[src/rtl/ipm_host_pkg.sv]
// ipm_host_pkg: shared definitions for the ipm MCU-side bus master.
// Holds command op codes, the ipm bus address map, control-register bits,
// FSM state types and the per-step access decoder used by ipm_mcu_host.
package ipm_host_pkg;

  typedef enum logic [1:0] {
    OP_WRITE  = 2'b00,
    OP_READ   = 2'b01,
    OP_START  = 2'b10,
    OP_STATUS = 2'b11
  } op_e;

  localparam logic [3:0] ADDR_DATA0  = 4'd0;
  localparam logic [3:0] ADDR_DATA1  = 4'd1;
  localparam logic [3:0] ADDR_DATA2  = 4'd2;
  localparam logic [3:0] ADDR_DATA3  = 4'd3;
  localparam logic [3:0] ADDR_CONF   = 4'd4;
  localparam logic [3:0] ADDR_CTRL   = 4'd5;
  localparam logic [3:0] ADDR_STATUS = 4'd6;

  localparam logic [7:0] CTRL_WRITE = 8'h01;
  localparam logic [7:0] CTRL_READ  = 8'h02;
  localparam logic [7:0] CTRL_START = 8'h04;

  typedef struct packed {
    logic       rnw;
    logic [3:0] addr;
    logic [7:0] wdata;
  } access_t;

  typedef enum logic [1:0] {BC_IDLE, BC_SETUP, BC_STROBE, BC_HOLD} bc_state_e;
  typedef enum logic [1:0] {H_IDLE, H_ACCESS, H_WAIT_INT, H_RESP} host_state_e;

  // Bus access issued at a given step of a command. Step 0 is always the
  // conf write except for STATUS, which is a lone status read.
  function automatic access_t access_decode(input op_e op, input logic [2:0] step,
                                            input logic [4:0] conf, input logic [31:0] data);
    access_t    a;
    logic [31:0] sh;
    a.rnw   = 1'b0;
    a.addr  = ADDR_CONF;
    a.wdata = {3'b000, conf};
    sh      = data >> {step - 3'd1, 3'b000};
    case (op)
      OP_WRITE: begin
        if (step >= 3'd1 && step <= 3'd4) begin
          a.addr  = {1'b0, step - 3'd1};
          a.wdata = sh[7:0];
        end else if (step == 3'd5) begin
          a.addr  = ADDR_CTRL;
          a.wdata = CTRL_WRITE;
        end
      end
      OP_READ: begin
        if (step == 3'd1) begin
          a.addr  = ADDR_CTRL;
          a.wdata = CTRL_READ;
        end else if (step >= 3'd2) begin
          a.rnw   = 1'b1;
          a.addr  = {1'b0, step - 3'd2};
          a.wdata = '0;
        end
      end
      OP_START: begin
        if (step == 3'd1) begin
          a.addr  = ADDR_CTRL;
          a.wdata = CTRL_START;
        end else if (step >= 3'd2) begin
          a.rnw   = 1'b1;
          a.addr  = ADDR_STATUS;
          a.wdata = '0;
        end
      end
      OP_STATUS: begin
        a.rnw   = 1'b1;
        a.addr  = ADDR_STATUS;
        a.wdata = '0;
      end
      default: ;
    endcase
    return a;
  endfunction

  function automatic logic [2:0] last_step(input op_e op);
    case (op)
      OP_WRITE, OP_READ: return 3'd5;
      OP_START:          return 3'd2;
      default:           return 3'd0;
    endcase
  endfunction

endpackage

[src/rtl/ipm_host_bus_cycle.sv]
// ipm_host_bus_cycle: single-byte access engine on the 8-bit MCU bus.
// go_i/rnw_i/addr_i/wdata_i : access request, taken when idle or in HOLD
// done_o                    : high during HOLD (access complete)
// rdata_o                   : byte captured at the end of the last STROBE cycle
// bus_*                     : address, strobes, write data and tristate enable
module ipm_host_bus_cycle
  import ipm_host_pkg::*;
#(
  parameter int unsigned STROBE_CYCLES = 2
) (
  input  logic       clk,
  input  logic       rst,
  input  logic       go_i,
  input  logic       rnw_i,
  input  logic [3:0] addr_i,
  input  logic [7:0] wdata_i,
  output logic       done_o,
  output logic [7:0] rdata_o,
  output logic [3:0] bus_addr_o,
  output logic       bus_rd_o,
  output logic       bus_wr_o,
  output logic [7:0] bus_wdata_o,
  output logic       bus_oe_o,
  input  logic [7:0] bus_rdata_i
);

  localparam int unsigned CW = (STROBE_CYCLES > 1) ? $clog2(STROBE_CYCLES) : 1;
  localparam logic [CW-1:0] SLAST = CW'(STROBE_CYCLES - 1);

  bc_state_e     state_q, state_d;
  logic [CW-1:0] cnt_q, cnt_d;
  logic          rnw_q;
  logic [3:0]    addr_q;
  logic [7:0]    wdata_q, rdata_q;
  logic          accept;

  // HOLD accepts a new request so consecutive accesses run back-to-back.
  assign accept = go_i && (state_q == BC_IDLE || state_q == BC_HOLD);

  always_comb begin
    state_d = state_q;
    cnt_d   = cnt_q;
    done_o  = 1'b0;
    case (state_q)
      BC_IDLE:   if (go_i) state_d = BC_SETUP;
      BC_SETUP: begin
        state_d = BC_STROBE;
        cnt_d   = '0;
      end
      BC_STROBE: begin
        if (cnt_q == SLAST) state_d = BC_HOLD;
        else                cnt_d   = cnt_q + 1'b1;
      end
      BC_HOLD: begin
        done_o  = 1'b1;
        state_d = go_i ? BC_SETUP : BC_IDLE;
      end
      default: state_d = BC_IDLE;
    endcase
  end

  always_ff @(posedge clk) begin
    if (rst) begin
      state_q <= BC_IDLE;
      cnt_q   <= '0;
      rnw_q   <= 1'b0;
      addr_q  <= '0;
      wdata_q <= '0;
      rdata_q <= '0;
    end else begin
      state_q <= state_d;
      cnt_q   <= cnt_d;
      if (accept) begin
        rnw_q   <= rnw_i;
        addr_q  <= addr_i;
        wdata_q <= wdata_i;
      end
      if (state_q == BC_STROBE && cnt_q == SLAST && rnw_q) rdata_q <= bus_rdata_i;
    end
  end

  assign rdata_o     = rdata_q;
  assign bus_addr_o  = addr_q;
  assign bus_wdata_o = wdata_q;
  assign bus_rd_o    = (state_q == BC_STROBE) &&  rnw_q;
  assign bus_wr_o    = (state_q == BC_STROBE) && !rnw_q;
  assign bus_oe_o    = (state_q != BC_IDLE)   && !rnw_q;

endmodule

[src/rtl/ipm_mcu_host.sv]
// ipm_mcu_host: bus master standing in for the external MCU of an ipm port.
// cmd_*      : 32-bit command request (WRITE/READ/START/STATUS), ready only in IDLE
// rsp_*      : one-cycle completion pulse with read word / status / timeout flag
// *MCU       : 8-bit MCU bus (address, strobes, split data with tristate enable)
// intMCU     : level interrupt from the ipm, awaited after START
module ipm_mcu_host
  import ipm_host_pkg::*;
#(
  parameter int unsigned STROBE_CYCLES = 2,
  parameter int unsigned TIMEOUT       = 1024
) (
  input  logic        clk,
  input  logic        rst,
  input  logic        cmd_valid,
  output logic        cmd_ready,
  input  logic [1:0]  cmd_op,
  input  logic [4:0]  cmd_conf,
  input  logic [31:0] cmd_data,
  output logic        rsp_valid,
  output logic [31:0] rsp_data,
  output logic        rsp_err,
  output logic [3:0]  addressMCU,
  output logic        rdMCU,
  output logic        wrMCU,
  output logic [7:0]  dataMCU_o,
  output logic        dataMCU_oe,
  input  logic [7:0]  dataMCU_i,
  input  logic        intMCU
);

  localparam int unsigned TW = (TIMEOUT > 1) ? $clog2(TIMEOUT) : 1;
  localparam logic [TW-1:0] TLAST = TW'((TIMEOUT == 0) ? 0 : TIMEOUT - 1);

  host_state_e state_q, state_d;
  op_e         op_q, op_d;
  logic [4:0]  conf_q, conf_d;
  logic [31:0] cdata_q, cdata_d;
  logic [2:0]  step_q, step_d, issue_step;
  logic [TW-1:0] wcnt_q, wcnt_d;
  logic [31:0] rsp_q, rsp_d;
  logic        err_q, err_d;
  logic        go, bc_done;
  logic [7:0]  bc_rdata;
  access_t     nxt;

  // In IDLE the first access is decoded straight from the command inputs so
  // SETUP can begin in the cycle right after acceptance.
  always_comb begin
    issue_step = (state_q == H_IDLE) ? 3'd0 : step_q + 3'd1;
    if (state_q == H_IDLE) nxt = access_decode(op_e'(cmd_op), issue_step, cmd_conf, cmd_data);
    else                   nxt = access_decode(op_q, issue_step, conf_q, cdata_q);
  end

  always_comb begin
    state_d = state_q;
    op_d    = op_q;
    conf_d  = conf_q;
    cdata_d = cdata_q;
    step_d  = step_q;
    wcnt_d  = wcnt_q;
    rsp_d   = rsp_q;
    err_d   = err_q;
    go      = 1'b0;
    case (state_q)
      H_IDLE: begin
        if (cmd_valid) begin
          go      = 1'b1;
          op_d    = op_e'(cmd_op);
          conf_d  = cmd_conf;
          cdata_d = cmd_data;
          step_d  = '0;
          rsp_d   = '0;
          err_d   = 1'b0;
          state_d = H_ACCESS;
        end
      end
      H_ACCESS: begin
        if (bc_done) begin
          // Status reads replace the response; data reads shift in LSB first.
          if (addressMCU == ADDR_STATUS)              rsp_d = {24'b0, bc_rdata};
          else if (op_q == OP_READ && step_q >= 3'd2) rsp_d = {bc_rdata, rsp_q[31:8]};
          if (step_q == last_step(op_q)) begin
            state_d = H_RESP;
          end else if (op_q == OP_START && step_q == 3'd1) begin
            wcnt_d  = '0;
            state_d = H_WAIT_INT;
          end else begin
            go     = 1'b1;
            step_d = issue_step;
          end
        end
      end
      H_WAIT_INT: begin
        if (intMCU) begin
          go      = 1'b1;
          step_d  = issue_step;
          state_d = H_ACCESS;
        end else if (TIMEOUT != 0 && wcnt_q == TLAST) begin
          err_d   = 1'b1;
          state_d = H_RESP;
        end else begin
          wcnt_d = wcnt_q + 1'b1;
        end
      end
      H_RESP:  state_d = H_IDLE;
      default: state_d = H_IDLE;
    endcase
  end

  always_ff @(posedge clk) begin
    if (rst) begin
      state_q <= H_IDLE;
      op_q    <= OP_WRITE;
      conf_q  <= '0;
      cdata_q <= '0;
      step_q  <= '0;
      wcnt_q  <= '0;
      rsp_q   <= '0;
      err_q   <= 1'b0;
    end else begin
      state_q <= state_d;
      op_q    <= op_d;
      conf_q  <= conf_d;
      cdata_q <= cdata_d;
      step_q  <= step_d;
      wcnt_q  <= wcnt_d;
      rsp_q   <= rsp_d;
      err_q   <= err_d;
    end
  end

  ipm_host_bus_cycle #(.STROBE_CYCLES(STROBE_CYCLES)) u_bus (
    .clk         (clk),
    .rst         (rst),
    .go_i        (go),
    .rnw_i       (nxt.rnw),
    .addr_i      (nxt.addr),
    .wdata_i     (nxt.wdata),
    .done_o      (bc_done),
    .rdata_o     (bc_rdata),
    .bus_addr_o  (addressMCU),
    .bus_rd_o    (rdMCU),
    .bus_wr_o    (wrMCU),
    .bus_wdata_o (dataMCU_o),
    .bus_oe_o    (dataMCU_oe),
    .bus_rdata_i (dataMCU_i)
  );

  assign cmd_ready = (state_q == H_IDLE);
  assign rsp_valid = (state_q == H_RESP);
  assign rsp_err   = (state_q == H_RESP) && err_q;
  assign rsp_data  = rsp_q;

endmodule

[config.mk]
export PLATFORM = sky130hd
export DESIGN_NAME = ipm_mcu_host
export DESIGN_NICKNAME = d
export VERILOG_FILES = /design/src/rtl/ipm_host_pkg.sv /design/src/rtl/ipm_host_bus_cycle.sv /design/src/rtl/ipm_mcu_host.sv
export SDC_FILE = /design/constraint.sdc
export NUM_CORES = 1
export LEC_CHECK = 0
export ABC_AREA = 1
export CORE_MARGIN = 1.5
export CORE_UTILIZATION = 48
export DETAILED_ROUTE_END_ITERATION = 7
export GPL_TIMING_DRIVEN = 1
export HOLD_SLACK_MARGIN = 0.12
export PLACE_DENSITY = 0.79
export SYNTH_ARGS = -nofsm -noshare
export SYNTH_HDL_FRONTEND = slang
export SYNTH_SLANG_ARGS = --single-unit
export TNS_END_PERCENT = 1
[constraint.sdc]
create_clock -name clk -period 2.34 [get_ports clk]
set_input_delay 0.468 -clock clk [delete_from_list [all_inputs] [get_ports clk]]
set_output_delay 0.468 -clock clk [all_outputs]
set_load 0.03 [all_outputs]
==> qor.txt, run 1 <==
========================================================================================
Status                                                                         completed
Die X                                                                           113.3 um
Die Y                                                                           113.3 um
Fmax                                                                           438.4 MHz
Post-Layout Cell Count                                                              1125
Kind of launch point of the worst setup path                                        flop
Unique cell type count in the Yosys netlist                                           40
Number of vias after detailed routing                                               6156
Growth of design area from synthesis to finish                                    28.39%
Gpl congestion                                                                    0.9103
I/O Pins                                                                             101
Row count                                                                             40
Most used standard cell by instance count after synthesis                        nand2_1
Final Routed Wirelength                                                         16.33 mm
Global-route wire length before repair                                          26.47 mm
Period minus WS final                                                           2.281 ns
Yosys top cell by area                                                           dfxtp_1
Cell area reported after detailed placement                                    7076 um^2
Wire per inst                                                                   14.51 um
Hold/Removal Path Class                                                       reg -> reg
Total number of clock tree sinks                                                     110
Category of cells accounting for the largest share of critical-path delay   buffers and inverters
Number of synthesized register bits                                                  110
Required time worst endpoint                                                     1.87 ns
Final setup viols                                                                      0
Critical Path End Type                                                      primary output
Proportion of synthesized chip area in sequential cells                           37.74%
Vias per inst                                                                      5.472
Slowest stage cell, crit path                                               clkdlybuf4s50_1
Router iterations before antenna repair                                                5
I/O Buffers                                                                           99
Antenna diodes                                                                         0
CTS clk-pin slew, worst paths                                                    0.08 ns
Final ANT Viol Nets                                                                    0
Synth Area per Inst                                                           6.668 um^2
Series of cell instances along the critical path                            buf_4 -> ha_1 -> clkdlybuf4s50_1
Clock network latency to the later pin of the worst-skew pair                    0.36 ns
Critical-path maximum fanout                                                           5
Number of max-cap violations                                                           0
Warnings from Yosys                                                                    0
Number of synthesized flops with an enable pin                                         0
Cells after Synth                                                                    875
Start-to-end type of the worst setup path                                     reg -> out
Full die area                                                                 12830 um^2
Vias in the first global route                                                      5332
Leading cell types by count after synthesis                                 nand2_1, nor2_1, dfxtp_1
Overall global routing resource usage                                             25.71%
Largest vdd supply drop                                                         659.7 uV
Unrepaired setup endpoints after global routing                                     true
Initial antenna violation count                                                        0
Share of final-layout standard cells stronger than drive strength 1               8.998%
Setup_tns                                                                           0 ns
Number of buffers inserted during clock tree synthesis                                 9
Stage delay of the slowest cell on the critical path                             0.71 ns
Maximum number of pins on one net before global-route repair                          52
Net count after synthesis                                                            943
Number of buffers and inverters on the critical path                                   2
Worst-case clock skew                                                        0.006756 ns
Clock tree root driver cell                                                    clkbuf_16
Number of cells in the design after placement                                       1103
Final HPWL from detailed placement                                              11.79 mm
Period utilisation layout                                                         97.48%
Share of the synthesized area in the top cell type                                37.74%
Power Density                                                               1270 nW/um^2
Dominant cells by area after synthesis                                      dfxtp_1, nand2_1, nor2_1, o21ai_0, a21oi_1
Clock tree from TritonCTS                                                            yes
Pins Over Slew Limit                                                                   0
Number of nets in the layout                                                        1041
Final standard cell area without fillers                                       7491 um^2
Drt drc                                                                                0
Core box area                                                                 11910 um^2
Effective utilization at floorplan                                                48.98%
Lkg Pwr                                                                         2.967 nW
Number of endpoints with negative hold slack in the final report                       0
Number of H-tree branching levels                                                      3
Max Root-Sink Buffers                                                                  2
Post-synth ARST share                                                                 0%
Dominant register cell in the synthesized netlist                                dfxtp_1
1st-iter DRT viols                                                                   422
Arrival time of the worst setup path                                             1.81 ns
GR Overflow Total                                                                      0
Netlist area before placement                                                  5834 um^2
========================================================================================
[where the power goes]
| group | leakage [nW] | internal (mW) | switching (mW) |
|---|---|---|---|
| clock network | 0.154 | 0.878 | 0.738 |
| registers | 0.900 | 2.22 | 0.231 |
| logic | 1.91 | 2.01 | 3.43 |
| total | 2.97 | 5.12 | 4.40 |
[kinds of logic after synthesis]
kind of cell,Yosys count,synth area share [%]
adders and majority gates,17,3.646
and+or+nand+nor,414,30.22
AOI/OAI and AO/OA,212,19.34
other,1,0.06427
buffers and inverters,117,8.385
xor gates and xnor gates,4,0.6006
DFF,110,37.74
[worst min-delay path, stage by stage (launching register included)]
cell and delay (ns):
dfxtp_1 0.30, inv_1 0.06, a21oi_1 0.06
[stage by stage]
step / utilization [%] / power (mW) / worst slack [ns] / hold slack [ns]
2_1_floorplan: - / 6.096 / 0.004460 / 0.4297
3_3_place_gp: 59.40 / 7.609 / 0.07545 / 0.4428
5_1_grt: 62.89 / 10.24 / -0.02229 / 0.4817
4_1_cts: 62.05 / 9.269 / 0.002703 / 0.4615
6_report: 62.89 / 9.516 / 0.05904 / 0.4608
3_5_place_dp: 59.40 / 7.640 / 0.07415 / 0.4501
[layout by cell type, fill, tap and decap left out, types with 4 or more instances in the layout]
cell	instances
nand3b_1	5
dfxtp_1	110
nand3_1	79
o21ai_0	93
inv_2	5
nor2_2	4
clkdlybuf4s50_1	94
a211oi_1	5
inv_1	56
nand2_2	7
nor2_1	135
ha_1	13
o22ai_1	6
clkbuf_16	9
nand4_1	7
nor3_1	13
buf_4	36
nand2_1	155
o211ai_1	6
a21oi_1	87
[flip-flops by register name, indices dropped and copies added, names as in the netlist]
name / cells
cdata_q: 32
rsp_data: 32
wcnt_q: 10
u_bus.bus_wdata_o: 8
u_bus.rdata_o: 8
conf_q: 5
step_q: 3
u_bus.bus_addr_o: 3
op_q: 2
state_q: 2
u_bus.state_q: 2
err_q: 1
u_bus.cnt_q: 1
u_bus.rnw_q: 1
[metal layers]
layer  global-route usage [%]  share of wire, %  wire (um)
met1                    35.70                45       7319
met2                    40.20                47       7626
met3                    6.106               7.3       1192
met4                    6.833               1.2        190
met5                        0                 0          0
[layout make-up]
class,count,area [um^2]
clock buffers,10,239.0
multi-input cells,648,3194
repair buffers,140,1349
well taps,147,183.9
clock inverters,6,78.83
flip-flops and latches,110,2202
inverters,64,244.0
fillers,1107,4420
[path summary, 6_finish.rpt]
path | from | to | slack (ns) | cells after the start
setup / recovery | state_q[0]$_SDFFE_PP0P_ | rsp_valid | 0.06 | 3
hold / removal | cdata_q[17]$_SDFFE_PP0P_ | cdata_q[17]$_SDFFE_PP0P_ | 0.46 | 2
hold reg to reg | cdata_q[17]$_SDFFE_PP0P_ | cdata_q[17]$_SDFFE_PP0P_ | 0.46 | 2
setup reg to reg | step_q[0]$_SDFFE_PP0P_ | u_bus.bus_addr_o[2]$_SDFFE_PP0P_ | 0.11 | 12
[what timing repair did]
| action | CTS | global route |
|---|---|---|
| hold endpoints to repair | 0 | 0 |
| resized for setup | 2 | 17 |
| pin swaps | 0 | 2 |
| gates cloned | 0 | 0 |
| buffers inserted | 0 | 6 |
| hold buffers | 0 | 0 |
| endpoints found under the setup margin | 2 | 13 |
No activity file was read; power rests on OpenSTA's default activity.
==> run 2: changes to the inputs <==
--- a/config.mk
+++ b/config.mk
@@ -7,11 +7,12 @@
 export LEC_CHECK = 0
 export ABC_AREA = 1
 export CORE_MARGIN = 1.5
-export CORE_UTILIZATION = 48
+export CORE_UTILIZATION = 23
 export DETAILED_ROUTE_END_ITERATION = 7
+export DONT_BUFFER_PORTS = 1
 export GPL_TIMING_DRIVEN = 1
 export HOLD_SLACK_MARGIN = 0.12
-export PLACE_DENSITY = 0.79
+export PLACE_DENSITY = 0.4
 export SYNTH_ARGS = -nofsm -noshare
 export SYNTH_HDL_FRONTEND = slang
 export SYNTH_SLANG_ARGS = --single-unit
==> qor.txt, run 2 (synthesis results as in run 1) <==
==================================================================================
Status                                                                   completed
Global-route wire length before repair                                    30.13 mm
Kind of launch point of the worst setup path                                  flop
Worst Hold Path EP                                                    u_bus.state_q[0]$_SDFFE_PP0P_
Worst hold path stage count                                                      1
Lkg Pwr                                                                   2.578 nW
Die Y                                                                     162.3 um
Final HPWL from detailed placement                                        13.93 mm
I/O Buffers                                                                      0
Period utilisation layout                                                   92.87%
Fmax                                                                     460.2 MHz
Required time worst endpoint                                               2.58 ns
Share of final-layout standard cells stronger than drive strength 1         10.48%
Critical Path End Type                                                        flop
Core box area                                                           25040 um^2
Pins Over Slew Limit                                                             0
Depth of the worst register-to-register path                                    14
Number of endpoints with negative hold slack in the final report                 0
Hold path start                                                                rst
Leading cell type in the layout, fill and taps excluded                    nand2_1
Clock tree from TritonCTS                                                      yes
Antenna diodes                                                                   0
Initial antenna violation count                                                  0
Total number of clock tree sinks                                               110
Worst-case clock skew                                                   0.01520 ns
Clock network latency to the later pin of the worst-skew pair              0.36 ns
Measured slew at the worst slew-check pin                                0.5420 ns
Number of vias after detailed routing                                         5603
Vias per inst                                                                4.604
Startpoint of the most critical register-to-register path             step_q[0]$_SDFFE_PP0P_
Maximum number of pins on one net before global-route repair                    52
Start-to-end type of the worst setup path                               reg -> reg
I/O Pins                                                                       101
Endpoint of the worst register-to-register path                       u_bus.bus_wdata_o[6]$_SDFFE_PP0P_
Worst setup slack for register-to-register paths                           0.17 ns
Effective utilization at floorplan                                          23.30%
Critical-path maximum fanout                                                     5
Row count                                                                       58
Clock tree root driver cell                                              clkbuf_16
CTS clk-pin slew, worst paths                                              0.09 ns
Gpl congestion                                                              0.8028
Max Root-Sink Buffers                                                            2
Drt drc                                                                          0
Number of buffers inserted during clock tree synthesis                           9
Period minus WS final                                                     2.173 ns
Number of max-cap violations                                                     0
Final setup viols                                                                0
Series of cell instances along the critical path                      buf_4 -> ha_1 -> inv_1 -> nand2_2 -> nand3_4 -> inv_2 -> ha_1 -> inv_1 -> nor2_4 -> buf_4 -> nand2_1 -> nor2_1 -> nor3_1 -> nor2_1
Number of nets in the layout                                                   950
GR Overflow Total                                                                0
Router iterations before antenna repair                                          4
Utilization after layout                                                    27.01%
Arrival time of the worst setup path                                       2.41 ns
Largest vdd supply drop                                                   501.5 uV
Wire per inst                                                             15.77 um
Growth of design area from synthesis to finish                              15.89%
Max_slew headroom                                                           63.74%
Die X                                                                     162.3 um
Number of H-tree branching levels                                                3
Slowest stage cell, crit path                                              dfxtp_1
Final ANT Viol Nets                                                              0
Overall global routing resource usage                                       14.58%
Most used cells in the layout excluding fill and tap cells            nand2_1, nor2_1, dfxtp_1
Hold/Removal Path Class                                                  in -> reg
Full die area                                                           26330 um^2
Fill cell instance count of the final layout                                  2802
Vias in the first global route                                                5274
Post-layout total power                                                   9.430 mW
Stage delay of the slowest cell on the critical path                       0.31 ns
Power Density                                                         1395 nW/um^2
Final Routed Wirelength                                                   19.20 mm
1st-iter DRT viols                                                             397
==================================================================================
==> run 2: where the power goes <==
part           total, mW  switching (mW)  internal, mW
sequential          2.68           0.456          2.22
clock               1.56           0.807         0.756
combinational       5.19            3.34          1.84
==> run 2: worst max-delay path by stage <==
stage	from	to	slack, ns
after floorplan	state_q[0]$_SDFFE_PP0P_	u_bus.bus_wdata_o[0]$_SDFFE_PP0P_	0.004
after global placement	state_q[0]$_SDFFE_PP0P_	u_bus.bus_wdata_o[3]$_SDFFE_PP0P_	0.08
after detailed placement	step_q[0]$_SDFFE_PP0P_	u_bus.bus_wdata_o[2]$_SDFFE_PP0P_	0.11
after CTS	state_q[0]$_SDFFE_PP0P_	u_bus.bus_wdata_o[3]$_SDFFE_PP0P_	0.08
after global routing	step_q[0]$_SDFFE_PP0P_	u_bus.bus_wdata_o[4]$_SDFFE_PP0P_	-0.001
final	step_q[0]$_SDFFE_PP0P_	u_bus.bus_wdata_o[6]$_SDFFE_PP0P_	0.17
==> run 2: worst max-delay path: cells and delay by family (launching register included) <==
kind	cells	cell delay, ns
adder cells (fa/ha/maj)	2	0.51
buffers and inverters	5	0.57
flip-flops	1	0.31
AND/OR/NAND/NOR	7	0.68
==> run 2: what timing repair did <==
item | CTS | global route
setup endpoints to repair | 0 | 10
setup buffers | 0 | 4
resized for setup | 0 | 14
endpoints found under the hold margin | 0 | 0
hold buffers | 0 | 0
==> run 2: cell type report <==
cell class	instances	area (um^2)	share of cell area (%)
multi-input cells	648	3209	47.46
flip-flops and latches	110	2202	32.57
well taps	330	412.9	6.107
repair buffers	49	404.1	5.977
inverters	64	240.2	3.553
clock buffers	10	229.0	3.386
clock inverters	6	63.81	0.9437
==> run 2: through the flow <==
stage                     area (um^2)  std cells  setup WS, ns  setup TNS (ns)  hold WS [ns]
after floorplan                  5852        875      0.004460               0        0.4297
final                            6761       1217        0.1668               0        0.1696
after global placement           6376       1197       0.07906               0        0.4470
after detailed placement         6376       1197        0.1102               0        0.4457
after CTS                        6669       1213       0.08114               0        0.1534
after global routing             6761       1217    -0.0009874      -0.0009874        0.1420
==> run 2: per-layer routing <==
layer | track usage [%] | part of all wire (%) | vias to the layer above
li1 | - | - | 2919
met1 | 20.15 | 49 | 2567
met2 | 22.36 | 43 | 108
met3 | 4.622 | 7.2 | 9
met4 | 2.502 | 0.64 | 0
met5 | 0 | 0 | -
